## src/rtl/nanorv32_periph_pkg.sv

```systemverilog
// nanorv32 peripheral-bus shared definitions.
// Holds the timer register offsets (word index = addr[4:2]), the CTRL bit
// indices, the responder FSM state encoding and a byte-lane merge helper.
package nanorv32_periph_pkg;

  // Register offsets expressed as word indices (byte offset / 4).
  localparam logic [2:0] TIMER_CTRL_OFF     = 3'd0;
  localparam logic [2:0] TIMER_PRESCALE_OFF = 3'd1;
  localparam logic [2:0] TIMER_COUNT_OFF    = 3'd2;
  localparam logic [2:0] TIMER_COMPARE_OFF  = 3'd3;
  localparam logic [2:0] TIMER_STATUS_OFF   = 3'd4;

  // CTRL bit positions.
  localparam int CTRL_EN_BIT         = 0;
  localparam int CTRL_AUTORELOAD_BIT = 1;
  localparam int CTRL_IRQEN_BIT      = 2;

  // Handshake FSM encoding.
  localparam logic [0:0] ST_IDLE = 1'b0;
  localparam logic [0:0] ST_WAIT = 1'b1;

  // Replace the byte lanes selected by bytesel with the matching bytes of din.
  function automatic logic [31:0] merge_bytes(input logic [31:0] old_val,
                                              input logic [31:0] din,
                                              input logic [3:0]  bytesel);
    logic [31:0] res;
    res = old_val;
    for (int i = 0; i < 4; i++) begin
      if (bytesel[i]) res[8*i +: 8] = din[8*i +: 8];
    end
    return res;
  endfunction

endpackage

```

## src/rtl/nanorv32_periph_timer_if.sv

```systemverilog
// nanorv32 peripheral bus bundle.
// master: periph_addr, periph_bytesel (nonzero = write), periph_din, periph_en.
// slave : periph_dout (registered read data), periph_ready_nxt (accept strobe).
interface nanorv32_periph_timer_if #(
  parameter int ADDR_WIDTH = 12
);
  logic [ADDR_WIDTH-1:0] periph_addr;
  logic [3:0]            periph_bytesel;
  logic [31:0]           periph_din;
  logic                  periph_en;
  logic [31:0]           periph_dout;
  logic                  periph_ready_nxt;

  modport master (
    output periph_addr, periph_bytesel, periph_din, periph_en,
    input  periph_dout, periph_ready_nxt
  );

  modport slave (
    input  periph_addr, periph_bytesel, periph_din, periph_en,
    output periph_dout, periph_ready_nxt
  );
endinterface

```

## src/rtl/nanorv32_periph_slave_if.sv

```systemverilog
// nanorv32 peripheral-bus responder handshake.
// Inserts WAIT_STATES cycles before accepting a request; a request dropped
// while waiting is abandoned. Emits one-cycle wr_en/rd_en strobes on accept.
// Ports: clk, rst_n, en, addr, bytesel in; ready_nxt, wr_en, rd_en, offset out.
module nanorv32_periph_slave_if
  import nanorv32_periph_pkg::*;
#(
  parameter int ADDR_WIDTH  = 12,
  parameter int WAIT_STATES = 0
) (
  input  logic                  clk,
  input  logic                  rst_n,
  input  logic                  en,
  input  logic [ADDR_WIDTH-1:0] addr,
  input  logic [3:0]            bytesel,
  output logic                  ready_nxt,
  output logic                  wr_en,
  output logic                  rd_en,
  output logic [2:0]            offset
);

  localparam logic [3:0] WCNT_INIT = (WAIT_STATES == 0) ? 4'd0 : 4'(WAIT_STATES - 1);
  localparam bit         NO_WAIT   = (WAIT_STATES == 0);

  logic [0:0] state;
  logic [3:0] wcnt;

  // Only addr[4:2] selects a register; the remaining bits are don't-care.
  logic unused_addr;
  assign unused_addr = ^{addr[ADDR_WIDTH-1:5], addr[1:0]};

  // NOTE: every output of a combinational block gets a default first so no
  // path through the case leaves it unassigned (which would infer a latch).
  always_comb begin
    ready_nxt = 1'b0;
    case (state)
      ST_IDLE: ready_nxt = en && NO_WAIT;
      ST_WAIT: ready_nxt = en && (wcnt == 4'd0);
      default: ready_nxt = 1'b0;
    endcase
  end

  assign wr_en  = ready_nxt && (bytesel != 4'd0);
  assign rd_en  = ready_nxt && (bytesel == 4'd0);
  assign offset = addr[4:2];

  // NOTE: state registers use non-blocking assignments so every flop samples
  // pre-edge values, independent of block evaluation order.
  always_ff @(posedge clk or negedge rst_n) begin
    if (!rst_n) begin
      state <= ST_IDLE;
      wcnt  <= 4'd0;
    end else begin
      case (state)
        ST_IDLE: begin
          if (en && !NO_WAIT) begin
            state <= ST_WAIT;
            wcnt  <= WCNT_INIT;
          end
        end
        ST_WAIT: begin
          if (!en)                state <= ST_IDLE;   // requester gave up
          else if (wcnt != 4'd0)  wcnt  <= wcnt - 4'd1;
          else                    state <= ST_IDLE;   // accepted this edge
        end
        default: state <= ST_IDLE;
      endcase
    end
  end

endmodule

```

## src/rtl/nanorv32_periph_timer.sv

```systemverilog
// nanorv32 memory-mapped timer on the peripheral bus (0xF000_0000 space).
// Registers: CTRL(EN,AUTORELOAD,IRQEN), PRESCALE, COUNT, COMPARE, STATUS(MATCH W1C).
// Ports: clk, rst_n (async, active-low), bus (slave modport), timer_irq (level).
// Optional: define NANORV32_PERIPH_TIMER_PRESCALER_EN for the prescaler;
// otherwise the counter ticks every cycle while enabled and PRESCALE reads 0.
module nanorv32_periph_timer
  import nanorv32_periph_pkg::*;
#(
  parameter int ADDR_WIDTH  = 12,
  parameter int WAIT_STATES = 0
) (
  input  logic                         clk,
  input  logic                         rst_n,
  nanorv32_periph_timer_if.slave       bus,
  output logic                         timer_irq
);

  logic        ready_nxt, wr_en, rd_en;
  logic [2:0]  offset;

  nanorv32_periph_slave_if #(
    .ADDR_WIDTH (ADDR_WIDTH),
    .WAIT_STATES(WAIT_STATES)
  ) u_slave (
    .clk      (clk),
    .rst_n    (rst_n),
    .en       (bus.periph_en),
    .addr     (bus.periph_addr),
    .bytesel  (bus.periph_bytesel),
    .ready_nxt(ready_nxt),
    .wr_en    (wr_en),
    .rd_en    (rd_en),
    .offset   (offset)
  );

  assign bus.periph_ready_nxt = ready_nxt;

  logic [2:0]  ctrl;
  logic [31:0] count, compare, count_nxt, rdata, dout;
  logic        match, tick, hit, w1c;

  assign hit = (count == compare);
  assign w1c = wr_en && (offset == TIMER_STATUS_OFF) &&
               bus.periph_bytesel[0] && bus.periph_din[0];

`ifdef NANORV32_PERIPH_TIMER_PRESCALER_EN
  logic [7:0] prescale, pscnt;
  assign tick = ctrl[CTRL_EN_BIT] && (pscnt == prescale);

  always_ff @(posedge clk or negedge rst_n) begin
    if (!rst_n) begin
      prescale <= 8'd0;
      pscnt    <= 8'd0;
    end else if (wr_en && offset == TIMER_PRESCALE_OFF) begin
      if (bus.periph_bytesel[0]) prescale <= bus.periph_din[7:0];
      pscnt <= 8'd0;                      // restart the period on any write
    end else if (ctrl[CTRL_EN_BIT]) begin
      pscnt <= tick ? 8'd0 : pscnt + 8'd1;
    end
  end
`else
  assign tick = ctrl[CTRL_EN_BIT];
`endif

  // Timer update first, then the bus write overrides only the lanes it touches.
  always_comb begin
    count_nxt = count;
    if (tick) count_nxt = (hit && ctrl[CTRL_AUTORELOAD_BIT]) ? 32'd0 : count + 32'd1;
    if (wr_en && offset == TIMER_COUNT_OFF)
      count_nxt = merge_bytes(count_nxt, bus.periph_din, bus.periph_bytesel);
  end

  always_comb begin
    rdata = 32'd0;
    case (offset)
      TIMER_CTRL_OFF:     rdata = {29'd0, ctrl};
`ifdef NANORV32_PERIPH_TIMER_PRESCALER_EN
      TIMER_PRESCALE_OFF: rdata = {24'd0, prescale};
`endif
      TIMER_COUNT_OFF:    rdata = count;
      TIMER_COMPARE_OFF:  rdata = compare;
      TIMER_STATUS_OFF:   rdata = {31'd0, match};
      default:            rdata = 32'd0;
    endcase
  end

  // NOTE: every register here, read-data included, is cleared by the
  // asynchronous reset so an aborted access leaves no stale state behind.
  always_ff @(posedge clk or negedge rst_n) begin
    if (!rst_n) begin
      ctrl    <= 3'd0;
      count   <= 32'd0;
      compare <= 32'd0;
      match   <= 1'b0;
      dout    <= 32'd0;
    end else begin
      count <= count_nxt;
      match <= (tick && hit) || (match && !w1c);   // a new match beats the clear
      if (wr_en && offset == TIMER_CTRL_OFF && bus.periph_bytesel[0])
        ctrl <= bus.periph_din[2:0];
      if (wr_en && offset == TIMER_COMPARE_OFF)
        compare <= merge_bytes(compare, bus.periph_din, bus.periph_bytesel);
      if (rd_en) dout <= rdata;
    end
  end

  assign bus.periph_dout = dout;
  assign timer_irq       = match && ctrl[CTRL_IRQEN_BIT];

endmodule

```

## src/flat_wrapper.sv

```systemverilog
// flat-port wrapper written by rule: the top's interface ports become plain ports
module nanorv32_periph_timer_flat import nanorv32_periph_pkg::*;
#(
  parameter int ADDR_WIDTH  = 12,
  parameter int WAIT_STATES = 0
)
  (clk, rst_n, timer_irq, bus_periph_addr, bus_periph_bytesel, bus_periph_din, bus_periph_en, bus_periph_dout, bus_periph_ready_nxt);
  nanorv32_periph_timer_if #(.ADDR_WIDTH(ADDR_WIDTH)) bus_i ();
  input  logic clk;
  input  logic rst_n;
  output logic timer_irq;
  input wire logic [$bits(bus_i.periph_addr)-1:0] bus_periph_addr;
  input wire logic [$bits(bus_i.periph_bytesel)-1:0] bus_periph_bytesel;
  input wire logic [$bits(bus_i.periph_din)-1:0] bus_periph_din;
  input wire logic [$bits(bus_i.periph_en)-1:0] bus_periph_en;
  output wire logic [$bits(bus_i.periph_dout)-1:0] bus_periph_dout;
  output wire logic [$bits(bus_i.periph_ready_nxt)-1:0] bus_periph_ready_nxt;
  assign bus_i.periph_addr = bus_periph_addr;
  assign bus_i.periph_bytesel = bus_periph_bytesel;
  assign bus_i.periph_din = bus_periph_din;
  assign bus_i.periph_en = bus_periph_en;
  assign bus_periph_dout = bus_i.periph_dout;
  assign bus_periph_ready_nxt = bus_i.periph_ready_nxt;
  nanorv32_periph_timer #(.ADDR_WIDTH(ADDR_WIDTH), .WAIT_STATES(WAIT_STATES)) u_core (.clk(clk), .rst_n(rst_n), .bus(bus_i), .timer_irq(timer_irq));
endmodule
```

## config.mk

```make
export PLATFORM = sky130hd
export DESIGN_NAME = nanorv32_periph_timer_flat
export DESIGN_NICKNAME = d
export VERILOG_FILES = /design/src/rtl/nanorv32_periph_pkg.sv /design/src/rtl/nanorv32_periph_timer_if.sv /design/src/rtl/nanorv32_periph_slave_if.sv /design/src/rtl/nanorv32_periph_timer.sv /design/src/flat_wrapper.sv
export SDC_FILE = /design/constraint.sdc
export NUM_CORES = 1
export LEC_CHECK = 0
export BUFFER_PORTS_ARGS = -buffer_cell sky130_fd_sc_hd__clkbuf_2
export CORE_MARGIN = 3
export CORE_UTILIZATION = 50
export CTS_BUF_LIST = sky130_fd_sc_hd__clkbuf_16
export CTS_CLUSTER_SIZE = 24
export DETAILED_ROUTE_END_ITERATION = 10
export PLACE_DENSITY = 0.76
export SLEW_MARGIN = 20
export SYNTH_ARGS = -nofsm -noshare
export SYNTH_HDL_FRONTEND = slang
export SYNTH_SLANG_ARGS = --single-unit
export TNS_END_PERCENT = 1
```

## constraint.sdc

```tcl
create_clock -name clk -period 3.8 [get_ports clk]
set_input_delay 0.76 -clock clk [delete_from_list [all_inputs] [get_ports clk]]
set_output_delay 0.76 -clock clk [all_outputs]
set_load 0.03 [all_outputs]
```

==> flow_summary.json <==
{
  "status": "completed",
  "die_w_um": 112.7,
  "relSlewSlack_pct": 55.43,
  "cts_max_path_buffers": 2,
  "worst-slew-pin-transition_ns": 0.6678,
  "hp-class": "input port to async pin",
  "initial_core_util_pct": 51.83,
  "grt_pass1_vias": 4334,
  "grt_pass1_wl_um": 22420,
  "root_buffer": "clkbuf_16",
  "coreArea_sq_mm": 0.01098,
  "final_antenna_net_count": 0,
  "drive_gt1_share_pct": 25.63,
  "reg2reg_setup_slack_ns": 1.42,
  "antenna_cells": 0,
  "hold_viol": 0,
  "rows": 38,
  "cts_buffers": 9,
  "numClockSinks": 105,
  "grt_util_all_layers_pct": 21.95,
  "utilization_pct": 57.99,
  "p_leak_nw": 2.826,
  "clkLatencyLatePin_ns": 0.34,
  "fin_worst_skew_ns": 0.007302,
  "port_buffers": 75,
  "cts_hold_buffers": 0,
  "cts_setup_buffers": 0,
  "fin_cells": 733,
  "criticalPathCategory": "flip-flop to primary output",
  "antenna_found_initial": 0,
  "yosys_warnings": 0,
  "synth.distinct_cells": 50,
  "crit_arrival_ns": 1.92,
  "cts_resized": 0,
  "max_freq_mhz": 373.5,
  "dr_total_vias": 4217,
  "multi_input_area_sq_mm": 0.002815,
  "place_area_sq_mm": 0.006082,
  "stdcell_area_sq_mm": 0.006369,
  "synth.most_common_cell": "dfrtp_1",
  "reg2reg_from": "u_core.count[27]",
  "cap_violations": 0,
  "clkTransAtPathRegs_ns": 0.07,
  "gp_congestion": 0.9118,
  "p_per_area_mw_per_mm2": 519.3,
  "tritoncts": "built",
  "yosysTopAreaCell": "dfrtp_1",
  "cp-end-kind": "primary output",
  "finalPower_w": 0.003307,
  "crit_fanout": 7,
  "fill_cells": 929,
  "ys_seq_area_share_pct": 46.15,
  "syn_area_per_cell_sq_um": 10.56,
  "syn_nets": 593,
  "syn_inst": 539,
  "rsz0062_at_grt": "no",
  "r2r_cells": 6,
  "final-seq-area_sq_mm": 0.002628,
  "die_height_um": 112.7,
  "firstDrtPassIters": 5,
  "syn_area_sq_mm": 0.005693,
  "fin_crit_sh_pct": 70.46,
  "r2r_end": "u_core.count[7]",
  "final_nets": 642,
  "hpwl_um": 9561,
  "avgRoutedWirePerCell_um": 18.26,
  "start_kind": "flip-flop",
  "ys_ff_latch": 105,
  "fin_tns_setup_ns": 0,
  "synth_top_area_share_pct": 46.15,
  "ctsHtreeMaxLevel": 3,
  "syn2layout_area_growth_pct": 11.87,
  "crit_required_ns": 3.04,
  "ir_worst_vdd_mv": 0.3071,
  "async_flop_share_pct": 100.0,
  "drc": 0,
  "slew_viol_final": 0,
  "io_pins": 85,
  "die_area_sq_mm": 0.01270,
  "grt_overflow": 0,
  "min_period_ns": 2.677,
  "setup_viol": 0,
  "grt_max_degree": 44,
  "synth_area_leaders": "dfrtp_1 46%, mux2_4 8.4%, xor2_1 7.2%",
  "synth-edff-count": 0,
  "yosys-top-cells-count": "105 x dfrtp_1, 75 x nand2_1, 47 x xor2_1, 32 x mux2_4, 30 x o31ai_1",
  "vias_per_cell": 5.753,
  "routed_wl_um": 13380,
  "drtIter0Drc": 229,
  "placedCellCount": 717,
  "synth-main-ff-cell": "dfrtp_1"
}
## cell type report
class                           count  area share (%)
Clock buffer                        9           3.536
Clock inverter                      7          0.9627
Inverter                            9          0.5305
Multi-Input combinational cell    381           44.20
Sequential cell                   105           41.26
Tap cell                          140           2.750
Timing Repair Buffer               82           6.758
## state kept, by name, indices dropped and copies added, names as in the netlist
register / flops
u_core.compare: 32
u_core.ctrl: 3
u_core.count: 32
u_core.match: 1
u_core.bus.periph_dout: 32
u_core.u_slave.state: 1
u_core.u_slave.wcnt: 4
## worst max-delay path: stages (launching register included)
cell      delay (ns)
dfrtp_1         0.39
inv_1           0.12
ha_1            0.17
or3b_4          0.40
a21boi_4        0.25
clkbuf_2        0.25
## cells by family (layout without fill, tap and decap cells)
kind of cell | Yosys count | after routing | synth area share [%]
simple gates | 169 | 169 | 16.31
compound gates | 107 | 107 | 12.90
xor+xnor | 64 | 64 | 9.846
fa+ha+maj | 3 | 3 | 0.6594
flops | 105 | 105 | 46.15
buf+inv | 53 | 107 | 4.571
mux | 38 | 38 | 9.560
## stage by stage
stage	setup slack (ns)	hold slack, ns
5_1_grt	1.006	0.4315
6_report	1.123	0.3962
4_1_cts	1.110	0.4116
3_3_place_gp	1.065	0.4619
3_5_place_dp	0.9980	0.4715
2_1_floorplan	1.620	0.4644
## where the power goes
| part | leakage, nW | switching [W] | internal, W |
|---|---|---|---|
| sequential | 1.33 | 0.000326 | 0.00133 |
| combinational | 1.36 | 0.000373 | 0.000384 |
| clock | 0.140 | 0.000435 | 0.000458 |
| total | 2.83 | 0.00113 | 0.00217 |
## worst max path at each step
stage               cells past startpoint              startpoint                    to  slack [ns]
global route                            5  u_core.u_slave.wcnt[0]  bus_periph_ready_nxt        1.01
CTS                                     5  u_core.u_slave.wcnt[0]  bus_periph_ready_nxt        1.11
global placement                        6      bus_periph_addr[3]       u_core.count[2]        1.07
floorplan                               8  u_core.u_slave.wcnt[0]     u_core.compare[0]        1.62
finish                                  5  u_core.u_slave.wcnt[0]  bus_periph_ready_nxt        1.12
detailed placement                      6      bus_periph_addr[3]       u_core.count[2]         1.0
## cell usage in the layout, fill, tap and decap left out, drive strengths merged, types with 2 or more instances in the layout
master | Yosys | final
xnor2 | 17 | 17
or3 | 2 | 2
buf | 25 | 8
inv | 9 | 12
a31oi | 3 | 3
o21ai | 35 | 35
nor4 | 15 | 15
nor3b | 4 | 4
and4 | 3 | 3
nor3 | 5 | 5
nor2 | 19 | 19
xor2 | 47 | 47
a22oi | 29 | 29
mux2 | 35 | 35
nand2 | 79 | 79
ha | 3 | 3
dfrtp | 105 | 105
clkinv | 0 | 3
nand4 | 14 | 14
nand3 | 15 | 15
and2 | 4 | 4
and3 | 5 | 5
a21oi | 2 | 2
mux2i | 3 | 3
clkbuf | 19 | 83
o31ai | 32 | 32
## layer usage
layer / share of wire, % / vias to the layer above / track usage (%)
li1: - / 1997 / -
met1: 45 / 2089 / 31.23
met2: 49 / 121 / 35.11
met3: 4.9 / 10 / 4.118
met4: 0.99 / 0 / 5.208
met5: 0 / - / 0
Power figures use the tool's default switching activity.
